### config.mk
export PLATFORM = sky130hd
export DESIGN_NAME = mem_dma_flat
export DESIGN_NICKNAME = d
export VERILOG_FILES = /design/src/rtl/mem_bus_pkg.sv /design/src/rtl/mem_dma_if.sv /design/src/rtl/mem_dma.sv /design/src/flat_wrapper.sv
export SDC_FILE = /design/constraint.sdc
export NUM_CORES = 1
export LEC_CHECK = 0
export BUFFER_PORTS_ARGS = -buffer_cell sky130_fd_sc_hd__buf_2
export CORE_MARGIN = 2
export CORE_UTILIZATION = 45
export DETAILED_ROUTE_END_ITERATION = 6
export PLACE_DENSITY = 0.67
export SYNTH_ARGS = -nofsm -noshare
export SYNTH_HDL_FRONTEND = slang
export SYNTH_SLANG_ARGS = --single-unit
### constraint.sdc
create_clock -name clk -period 5.6 [get_ports clk]
set_input_delay 1.12 -clock clk [delete_from_list [all_inputs] [get_ports clk]]
set_output_delay 1.12 -clock clk [all_outputs]
set_load 0.02 [all_outputs]
### src/rtl/mem_bus_pkg.sv
// Shared definitions for the word-copy engine and its native memory bus.
package mem_bus_pkg;

  typedef enum logic [1:0] {
    IDLE   = 2'd0,
    READ   = 2'd1,
    WRITE  = 2'd2,
    FINISH = 2'd3
  } state_t;

  localparam logic [3:0]  WSTRB_READ = 4'h0;
  localparam logic [3:0]  WSTRB_WORD = 4'hF;
  localparam int unsigned WORD_BYTES = 4;

  // Byte address of word idx past base; wraps modulo 2^32.
  function automatic logic [31:0] word_addr(input logic [31:0] base, input logic [31:0] idx);
    return base + idx * WORD_BYTES;
  endfunction

endpackage

### src/rtl/mem_dma_if.sv
// Native valid/ready memory bus as seen from one initiator.
// Handshake: the initiator holds mem_valid with stable addr/wdata/wstrb until the
// cycle mem_ready=1; that cycle completes the transfer and mem_rdata is valid in it.
interface mem_dma_if;
  logic        mem_valid;
  logic        mem_instr;
  logic        mem_ready;
  logic [31:0] mem_addr;
  logic [31:0] mem_wdata;
  logic [3:0]  mem_wstrb;
  logic [31:0] mem_rdata;

  modport master (
    output mem_valid, mem_instr, mem_addr, mem_wdata, mem_wstrb,
    input  mem_ready, mem_rdata
  );

  modport slave (
    input  mem_valid, mem_instr, mem_addr, mem_wdata, mem_wstrb,
    output mem_ready, mem_rdata
  );
endinterface

### src/rtl/mem_dma.sv
// Word-granular copy engine: alternates one read and one write per word,
// with a per-transaction bus timeout. Every output comes straight from a flop.
import mem_bus_pkg::*;

module mem_dma #(
  parameter int TIMEOUT_CYCLES = 1024,
  parameter int LEN_WIDTH      = 16
) (
  input  logic                 clk,
  input  logic                 reset,
  input  logic                 start,
  input  logic [31:0]          src_addr,
  input  logic [31:0]          dst_addr,
  input  logic [LEN_WIDTH-1:0] len_words,
  output logic                 busy,
  output logic                 done,
  output logic                 error,
  output logic [LEN_WIDTH-1:0] words_done,
  output state_t               state_dbg,
  mem_dma_if.master            bus
);

  localparam int             TW       = $clog2(TIMEOUT_CYCLES + 1);
  localparam logic [TW-1:0]  TMO_LAST = TW'(TIMEOUT_CYCLES - 1);

  state_t               state_q, state_d;
  logic [31:0]          src_q, src_d, dst_q, dst_d;
  logic [LEN_WIDTH-1:0] len_q, len_d, words_done_q, words_done_d, wd_next;
  logic [TW-1:0]        tmo_q, tmo_d;
  logic                 busy_q, busy_d, done_q, done_d, error_q, error_d;
  logic                 valid_q, valid_d;
  logic [31:0]          addr_q, addr_d, wdata_q, wdata_d;
  logic [3:0]           wstrb_q, wstrb_d;

  always_ff @(posedge clk or posedge reset) begin
    if (reset) begin
      state_q      <= IDLE;
      src_q        <= '0;
      dst_q        <= '0;
      len_q        <= '0;
      words_done_q <= '0;
      tmo_q        <= '0;
      busy_q       <= 1'b0;
      done_q       <= 1'b0;
      error_q      <= 1'b0;
      valid_q      <= 1'b0;
      addr_q       <= '0;
      wdata_q      <= '0;
      wstrb_q      <= WSTRB_READ;
    end else begin
      state_q      <= state_d;
      src_q        <= src_d;
      dst_q        <= dst_d;
      len_q        <= len_d;
      words_done_q <= words_done_d;
      tmo_q        <= tmo_d;
      busy_q       <= busy_d;
      done_q       <= done_d;
      error_q      <= error_d;
      valid_q      <= valid_d;
      addr_q       <= addr_d;
      wdata_q      <= wdata_d;
      wstrb_q      <= wstrb_d;
    end
  end

  always_comb begin
    state_d      = state_q;
    src_d        = src_q;
    dst_d        = dst_q;
    len_d        = len_q;
    words_done_d = words_done_q;
    wd_next      = words_done_q + 1'b1;
    tmo_d        = tmo_q;
    busy_d       = busy_q;
    done_d       = 1'b0;
    error_d      = error_q;
    valid_d      = valid_q;
    addr_d       = addr_q;
    wdata_d      = wdata_q;
    wstrb_d      = wstrb_q;

    case (state_q)
      IDLE: begin
        if (start) begin
          src_d        = src_addr & 32'hFFFF_FFFC;
          dst_d        = dst_addr & 32'hFFFF_FFFC;
          len_d        = len_words;
          words_done_d = '0;
          error_d      = 1'b0;
          tmo_d        = '0;
          if (len_words == '0) begin
            state_d = FINISH;
            done_d  = 1'b1;
          end else begin
            state_d = READ;
            busy_d  = 1'b1;
            valid_d = 1'b1;
            addr_d  = src_addr & 32'hFFFF_FFFC;
            wstrb_d = WSTRB_READ;
          end
        end
      end

      READ, WRITE: begin
        if (bus.mem_ready) begin
          // Each new transaction restarts its own timeout window.
          tmo_d = '0;
          if (state_q == READ) begin
            state_d = WRITE;
            addr_d  = word_addr(dst_q, 32'(words_done_q));
            wdata_d = bus.mem_rdata;
            wstrb_d = WSTRB_WORD;
          end else begin
            words_done_d = wd_next;
            if (wd_next == len_q) begin
              state_d = FINISH;
              valid_d = 1'b0;
              busy_d  = 1'b0;
              done_d  = 1'b1;
              wstrb_d = WSTRB_READ;
            end else begin
              state_d = READ;
              addr_d  = word_addr(src_q, 32'(wd_next));
              wstrb_d = WSTRB_READ;
            end
          end
        end else if (tmo_q == TMO_LAST) begin
          state_d = FINISH;
          error_d = 1'b1;
          valid_d = 1'b0;
          busy_d  = 1'b0;
          done_d  = 1'b1;
          wstrb_d = WSTRB_READ;
        end else begin
          tmo_d = tmo_q + 1'b1;
        end
      end

      FINISH:  state_d = IDLE;
      default: state_d = IDLE;
    endcase
  end

  assign busy          = busy_q;
  assign done          = done_q;
  assign error         = error_q;
  assign words_done    = words_done_q;
  assign state_dbg     = state_q;
  assign bus.mem_valid = valid_q;
  assign bus.mem_instr = 1'b0;
  assign bus.mem_addr  = addr_q;
  assign bus.mem_wdata = wdata_q;
  assign bus.mem_wstrb = wstrb_q;

endmodule

### src/flat_wrapper.sv
// flat-port wrapper written by rule: the top's interface ports become plain ports
module mem_dma_flat 
#(
  parameter int TIMEOUT_CYCLES = 1024,
  parameter int LEN_WIDTH      = 16
)
  (clk, reset, start, src_addr, dst_addr, len_words, busy, done, error, words_done, state_dbg, bus_mem_valid, bus_mem_instr, bus_mem_addr, bus_mem_wdata, bus_mem_wstrb, bus_mem_ready, bus_mem_rdata);
  mem_dma_if bus_i ();
  input  logic clk;
  input  logic reset;
  input  logic start;
  input  logic [31:0] src_addr;
  input  logic [31:0] dst_addr;
  input  logic [LEN_WIDTH-1:0] len_words;
  output logic busy;
  output logic done;
  output logic error;
  output logic [LEN_WIDTH-1:0] words_done;
  output state_t state_dbg;
  output wire logic [$bits(bus_i.mem_valid)-1:0] bus_mem_valid;
  output wire logic [$bits(bus_i.mem_instr)-1:0] bus_mem_instr;
  output wire logic [$bits(bus_i.mem_addr)-1:0] bus_mem_addr;
  output wire logic [$bits(bus_i.mem_wdata)-1:0] bus_mem_wdata;
  output wire logic [$bits(bus_i.mem_wstrb)-1:0] bus_mem_wstrb;
  input wire logic [$bits(bus_i.mem_ready)-1:0] bus_mem_ready;
  input wire logic [$bits(bus_i.mem_rdata)-1:0] bus_mem_rdata;
  assign bus_mem_valid = bus_i.mem_valid;
  assign bus_mem_instr = bus_i.mem_instr;
  assign bus_mem_addr = bus_i.mem_addr;
  assign bus_mem_wdata = bus_i.mem_wdata;
  assign bus_mem_wstrb = bus_i.mem_wstrb;
  assign bus_i.mem_ready = bus_mem_ready;
  assign bus_i.mem_rdata = bus_mem_rdata;
  mem_dma #(.TIMEOUT_CYCLES(TIMEOUT_CYCLES), .LEN_WIDTH(LEN_WIDTH)) u_core (.clk(clk), .reset(reset), .start(start), .src_addr(src_addr), .dst_addr(dst_addr), .len_words(len_words), .busy(busy), .done(done), .error(error), .words_done(words_done), .state_dbg(state_dbg), .bus(bus_i));
endmodule
==> flow_metrics.env, run 1 <==
export IMPL_status="finished clean"
export IMPL_grt_pass1_vias=8545
export IMPL_arrival_ps=4680
export IMPL_clock_sinks=171
export IMPL_ys_seq_area_share_pct=40.97
export IMPL_clockBufferDepth=2
export IMPL_p_int_mw=4.146
export IMPL_r2r_start="u_core.words_done[3]"
export IMPL_cts_buffers=17
export IMPL_synth_xor_area_share_pct=5.583
export IMPL_synth_area_leader_cell="dfrtp_1"
export IMPL_cts_tree="built"
export IMPL_cp_slowest_stage_delay_ps=680
export IMPL_synthSimpleGateAreaFrac_pct=14.40
export IMPL_slew_violations=0
export IMPL_crit_fanout=10
export IMPL_vias=8597
export IMPL_timing_rr_end="u_core.bus.mem_addr[20]"
export IMPL_drt_wl_total_um=28310
export IMPL_top_layer_used="met4"
export IMPL_nNetsFinal=1358
export IMPL_fin_util_pct=54.03
export IMPL_ys_types=88
export IMPL_period_needed_ps=4365
export IMPL_peakVddDrop_mv=0.3646
export IMPL_wire_per_inst_um=18.90
export IMPL_power_leakage_nw=5.623
export IMPL_relSlewSlack_pct=25.61
export IMPL_cts_setup_buffers=0
export IMPL_pwr_share_clk_pct=16.2
export IMPL_die_y_um=156.3
export IMPL_hold_end="u_core.bus.mem_addr[11]"
export IMPL_rsz0062_at_grt="no"
export IMPL_cts_resized=0
export IMPL_reg2reg_slack_ps=1230
export IMPL_drt_iter0_drc=653
export IMPL_fmax_mhz=229.1
export IMPL_hp_start="u_core.bus.mem_addr[11]"
export IMPL_synth_main_ff_cell="dfrtp_1"
export IMPL_synth_top_cells_by_count="171 x dfrtp_1, 118 x mux2_2, 88 x nand2_1"
export IMPL_antenna_found_initial=0
export IMPL_numPortBuffers=199
export IMPL_seqPwrFrac_pct=29.9
export IMPL_die_w_um=156.3
export IMPL_clockRootBuffer="clkbuf_16"
export IMPL_antennaDiodeCount=0
export IMPL_hold_path_depth=1
export IMPL_vias_per_cell=5.739
export IMPL_rr_worst_depth=13
export IMPL_ys_ff_latch=171
export IMPL_final_setup_viol_count=0
export IMPL_drc=0
export IMPL_post_place_ws_ps=1326
export IMPL_dieArea_sq_um=24440
export IMPL_core_sq_um=22710
export IMPL_p_comb_share_pct=53.8
export IMPL_worstMarginPinSlew_ps=1116
export IMPL_yosys_area_share_adder_pct=5.176
export IMPL_h_tree_depth=4
export IMPL_synth_cells=1021
export IMPL_initial_core_util_pct=45.99
export IMPL_instances_no_fill=1498
export IMPL_boundaryPins=207
export IMPL_power_density_nw_per_um2=617.6
export IMPL_grt_overflow=0
export IMPL_cts_hold_buffers=0
export IMPL_worstSetupPathType="flop to flop"
export IMPL_min_path_type="flop to flop"
export IMPL_fin_tns_setup_ps=0
export IMPL_wl_met1_um=13270
export IMPL_areaGrowthSynthToFinish_pct=17.49
export IMPL_row_count=55
export IMPL_clkSlewWorstSetupHoldPaths_ps=80
export IMPL_fin_skew_ps=18.07
export IMPL_synthMuxAreaShare_pct=14.44
export IMPL_fin_ws_ps=1235
export IMPL_route_met3_wl_um=1689
export IMPL_cp_required_ps=5920
export IMPL_synth_top_family_by_area="compound AO/OA/AOI/OAI gates"
export IMPL_synth_area_leaders="dfrtp_1 41%, mux2_2 13%, ha_1 4.8%"
export IMPL_synth_edff_count=0
export IMPL_end_kind="flop"
export IMPL_p_sw_mw=3.432
export IMPL_hold_viol_final=0
export IMPL_ant_nets=0
export IMPL_post_route_period_util_pct=77.95
export IMPL_drv_cap=0
export IMPL_critPathSlowestCell="or4_1"
export IMPL_synth_area_sq_um=10440
export IMPL_grt_use_total_pct=23.61
export IMPL_drtPass1Iterations=5
export IMPL_holdWs_ps=504.0
export IMPL_path_cells="nand4_2, or4_1, nor2_1, xor2_1, ha_1, a21o_1, nor3_1, o311ai_0, nand3_1, a21oi_1, or3b_2, a41oi_1, mux2i_1"
export IMPL_dp_cells=1466
export IMPL_cp_start_kind="flop"
export IMPL_ys_warnings_count=0
export IMPL_synth_compound_area_share_pct=16.01
export IMPL_drive_gt1_share_pct=32.98
export IMPL_switching_share_pct=45.29
export IMPL_place_congestion=0.8922
export IMPL_grt_pass1_wl_um=45230
export IMPL_yosysTopAreaCellShare_pct=40.97
export IMPL_wl_met2_um=12820
export IMPL_insertion_delay_ps=450
export IMPL_async_flop_share_pct=100.0
export IMPL_avgSynthCellArea_sq_um=10.23
export IMPL_grt_max_degree=87
export IMPL_yosysMostFrequentCell="dfrtp_1"
export IMPL_dp_hpwl_um=21150
==> placed cells by master (no fill, tap or decap), types with 6 or more instances in the layout <==
master,count
mux2_2,118
dfrtp_1,171
a31oi_2,9
o31ai_1,7
nor4_1,11
a31oi_1,15
nand2_1,87
nand4_1,8
buf_4,8
inv_1,28
xnor2_1,36
clkinv_8,6
xor2_1,19
buf_2,199
nand3_1,33
clkbuf_16,17
and3_1,18
nor2b_1,8
a21boi_0,6
o21a_1,12
or3_1,7
ha_1,40
a21o_1,15
mux2i_1,9
nor3_1,18
a21oi_1,59
o211ai_1,6
nor2_1,56
and2_1,7
a211oi_1,13
nand2b_1,11
o21ai_0,51
==> layout make-up <==
| type | instances | area, sq um |
|---|---|---|
| Clock buffer | 17 | 425.4 |
| Fill cell | 2065 | 10440 |
| Inverter | 30 | 116.4 |
| Timing Repair Buffer | 208 | 1076 |
| Tap cell | 285 | 356.6 |
| Multi-Input combinational cell | 772 | 5826 |
| Clock inverter | 15 | 191.4 |
| Sequential cell | 171 | 4279 |
==> stage by stage <==
step | instance area [sq um] | power [mW]
2_1_floorplan | 10460 | 5.224
3_3_place_gp | 11650 | 6.238
3_5_place_dp | 11650 | 6.325
4_1_cts | 12270 | 7.587
5_1_grt | 12270 | 8.097
6_report | 12270 | 7.578
==> cells by family after synthesis <==
| family | after synthesis |
|---|---|
| mux | 133 |
| compound gates | 243 |
| flops | 171 |
| xor+xnor | 60 |
| buf+inv | 80 |
| fa+ha+maj | 42 |
| simple gates | 291 |
| other cells | 1 |
==> registers in the layout, indices dropped and copies added (netlist names), 2 cells and up <==
register / cells
u_core.bus.mem_addr: 30
u_core.state_dbg: 2
u_core.words_done: 16
u_core.len_q: 16
u_core.bus.mem_wdata: 32
u_core.tmo_q: 11
u_core.dst_q: 30
u_core.src_q: 30
==> worst max-delay path: cells and delay by family, from the launching register on <==
family	cells	cell delay (ps)
AO/OA/AOI/OAI	4	820
XOR/XNOR	1	320
adder cells (fa/ha/maj)	1	310
flip-flops	1	550
multiplexers	1	120
AND/OR/NAND/NOR	6	2110
==> per-layer routing <==
layer	GRT usage, %	vias up
li1	-	4093
met1	33.34	4159
met2	36.86	304
met3	4.902	41
met4	6.640	0
met5	0	-
==> power by group through the flow <==
| stage | registers (mW) | clock network [mW] | logic [mW] |
|---|---|---|---|
| after floorplan | 2.46 | 0 | 2.76 |
| after global placement | 2.26 | 0 | 3.98 |
| after detailed placement | 2.28 | 0 | 4.04 |
| after CTS | 2.26 | 1.25 | 4.07 |
| after global routing | 2.35 | 1.31 | 4.44 |
| final | 2.27 | 1.23 | 4.08 |
==> how the worst max path moves through the flow <==
stage                                    start                      end  slack, ps  depth (start not counted)
after floorplan           u_core.words_done[3]  u_core.bus.mem_addr[20]       1920                         15
after global placement    u_core.words_done[3]  u_core.bus.mem_addr[20]       1380                         13
after detailed placement  u_core.words_done[3]  u_core.bus.mem_addr[20]       1330                         13
after CTS                 u_core.words_done[3]  u_core.bus.mem_addr[20]       1290                         13
after global routing      u_core.words_done[3]  u_core.bus.mem_addr[20]        940                         11
final                     u_core.words_done[3]  u_core.bus.mem_addr[20]       1230                         13
Power figures use the tool's default switching activity.
==> run 2: changes to the inputs <==
PLACE_DENSITY = 0.64   (was 0.67)
clock period = 4.3 ns   (was 5.6 ns; I/O delays follow)
==> run 2 against run 1 <==
Effect of this change: clock power grew 31%; sequential cell count did not move; final cell count up 1.7%; sequential power grew 29%.
==> flow_metrics.env, run 2 (synthesized netlist as in run 1, its figures left out) <==
export IMPL_end_kind="flop"
export IMPL_power_density_nw_per_um2=800.8
export IMPL_clock_sinks=171
export IMPL_ff_latch_area_sq_um=4279
export IMPL_areaGrowthSynthToFinish_pct=19.29
export IMPL_drt_wl_total_um=28850
export IMPL_grt_pass1_vias=8307
export IMPL_place_congestion=0.8980
export IMPL_worstMarginPinSlew_ps=1064
export IMPL_worstSetupPathType="flop to flop"
export IMPL_r2r_start="u_core.words_done[4]"
export IMPL_fillCellCount=2055
export IMPL_timing_rr_end="u_core.bus.mem_addr[20]"
export IMPL_hold_viol_final=0
export IMPL_nNetsFinal=1383
export IMPL_multi_input_comb_area_sq_um=5826
export IMPL_clockRootBuffer="clkbuf_16"
export IMPL_crit_fanout=8
export IMPL_row_count=55
export IMPL_rsz0062_at_grt="no"
export IMPL_cp_required_ps=4610
export IMPL_cts_buffers=17
export IMPL_core_sq_um=22710
export IMPL_post_route_period_util_pct=92.71
export IMPL_status="finished clean"
export IMPL_p_total_mw=9.977
export IMPL_die_y_um=156.3
export IMPL_drt_iter0_drc=707
export IMPL_layout_commonest_cell="buf_2"
export IMPL_cts_setup_buffers=0
export IMPL_die_w_um=156.3
export IMPL_relSlewSlack_pct=29.07
export IMPL_design_area_sq_um=12460
export IMPL_grt_max_degree=78
export IMPL_final_cell_mix="199 x buf_2, 171 x dfrtp_1, 118 x mux2_2"
export IMPL_drive_gt1_share_pct=34.33
export IMPL_drv_cap=0
export IMPL_vias=8712
export IMPL_period_needed_ps=3987
export IMPL_arrival_ps=4300
export IMPL_fin_skew_ps=10.87
export IMPL_slew_violations=0
export IMPL_power_leakage_nw=5.751
export IMPL_post_dp_cell_area_sq_um=11840
export IMPL_drc=0
export IMPL_dp_hpwl_um=21970
export IMPL_antenna_found_initial=0
export IMPL_wire_per_inst_um=18.94
export IMPL_cp_start_kind="flop"
export IMPL_cts_resized=0
export IMPL_reg2reg_slack_ps=310
export IMPL_h_tree_depth=4
export IMPL_clkSlewWorstSetupHoldPaths_ps=80
export IMPL_grt_use_total_pct=24.09
export IMPL_ant_nets=0
export IMPL_cts_tree="built"
export IMPL_boundaryPins=207
export IMPL_drtPass1Iterations=5
export IMPL_fin_tns_setup_ps=0
export IMPL_final_setup_viol_count=0
export IMPL_clockBufferDepth=2
export IMPL_vias_per_cell=5.720
export IMPL_fmax_mhz=250.8
export IMPL_initial_core_util_pct=45.99
export IMPL_cts_hold_buffers=0
export IMPL_grt_pass1_wl_um=45650
export IMPL_grt_overflow=0
export IMPL_rr_worst_depth=14
export IMPL_numPortBuffers=199
export IMPL_dieArea_sq_um=24440
export IMPL_insertion_delay_ps=450
export IMPL_min_path_type="input port to async pin"
export IMPL_largest_register_ff_count=32
export IMPL_antennaDiodeCount=0
export IMPL_peakVddDrop_mv=0.4048
## run 2: cell count changes in the layout (fill, tap and decap cells not counted), sizes merged
cell,before,now
clkinv,8,9
inv,36,35
buf,208,233
## run 2: area by class of cell
type / instances / share of cell area, %
Clock buffer: 17 / 3.415
Tap cell: 285 / 2.862
Inverter: 30 / 0.9340
Timing Repair Buffer: 233 / 10.14
Clock inverter: 15 / 1.537
Sequential cell: 171 / 34.35
Multi-Input combinational cell: 772 / 46.76
## run 2: power by group
part           internal, mW  switching (mW)  leakage, nW  total [mW]
clock                 0.798           0.812        0.300        1.61
combinational          2.33            3.11         3.37        5.43
sequential             2.35           0.586         2.08        2.93
total                  5.47            4.50         5.75        9.98
## run 2: how the worst max path moves through the flow
stage | cells after the start | start | endpoint
floorplan | 15 | u_core.words_done[3] | u_core.bus.mem_addr[20]
global placement | 14 | u_core.words_done[4] | u_core.bus.mem_addr[20]
detailed placement | 14 | u_core.words_done[4] | u_core.bus.mem_addr[20]
CTS | 14 | u_core.words_done[4] | u_core.bus.mem_addr[20]
global route | 14 | u_core.words_done[1] | u_core.bus.mem_addr[29]
finish | 14 | u_core.words_done[4] | u_core.bus.mem_addr[20]
## run 2: per-layer routing
metal	global-route usage, %	vias to the layer above	wire, um
met5	0	-	0
met4	5.068	0	283
met3	4.763	31	2098
met2	37.86	334	13090
met1	34.64	4199	13380
li1	-	4148	-
## run 2: worst max-delay path, cell delays in order, from the launching register on
cell and delay (ps):
dfrtp_1 510, nand4_2 160, or4_1 560, nor2_1 220
xor2_1 310, ha_1 310, a21o_1 190, nor3_1 170
o311ai_0 140, buf_4 170, nand3_1 160, a21oi_1 90
or3b_2 450, a41oi_1 300, mux2i_1 120
## run 2: per-stage QoR
| step | cells | worst slack [ps] | hold WS, ps | utilization (%) |
|---|---|---|---|---|
| 3_3_place_gp | 1491 | 432.9 | 481.6 | 52.14 |
| 3_5_place_dp | 1491 | 385.8 | 490.0 | 52.14 |
| 4_1_cts | 1523 | 344.8 | 436.2 | 54.86 |
| 6_report | 1523 | 313.3 | 426.6 | 54.86 |
| 2_1_floorplan | 1023 | 619.5 | 483.6 | - |
| 5_1_grt | 1523 | 149.6 | 443.7 | 54.86 |
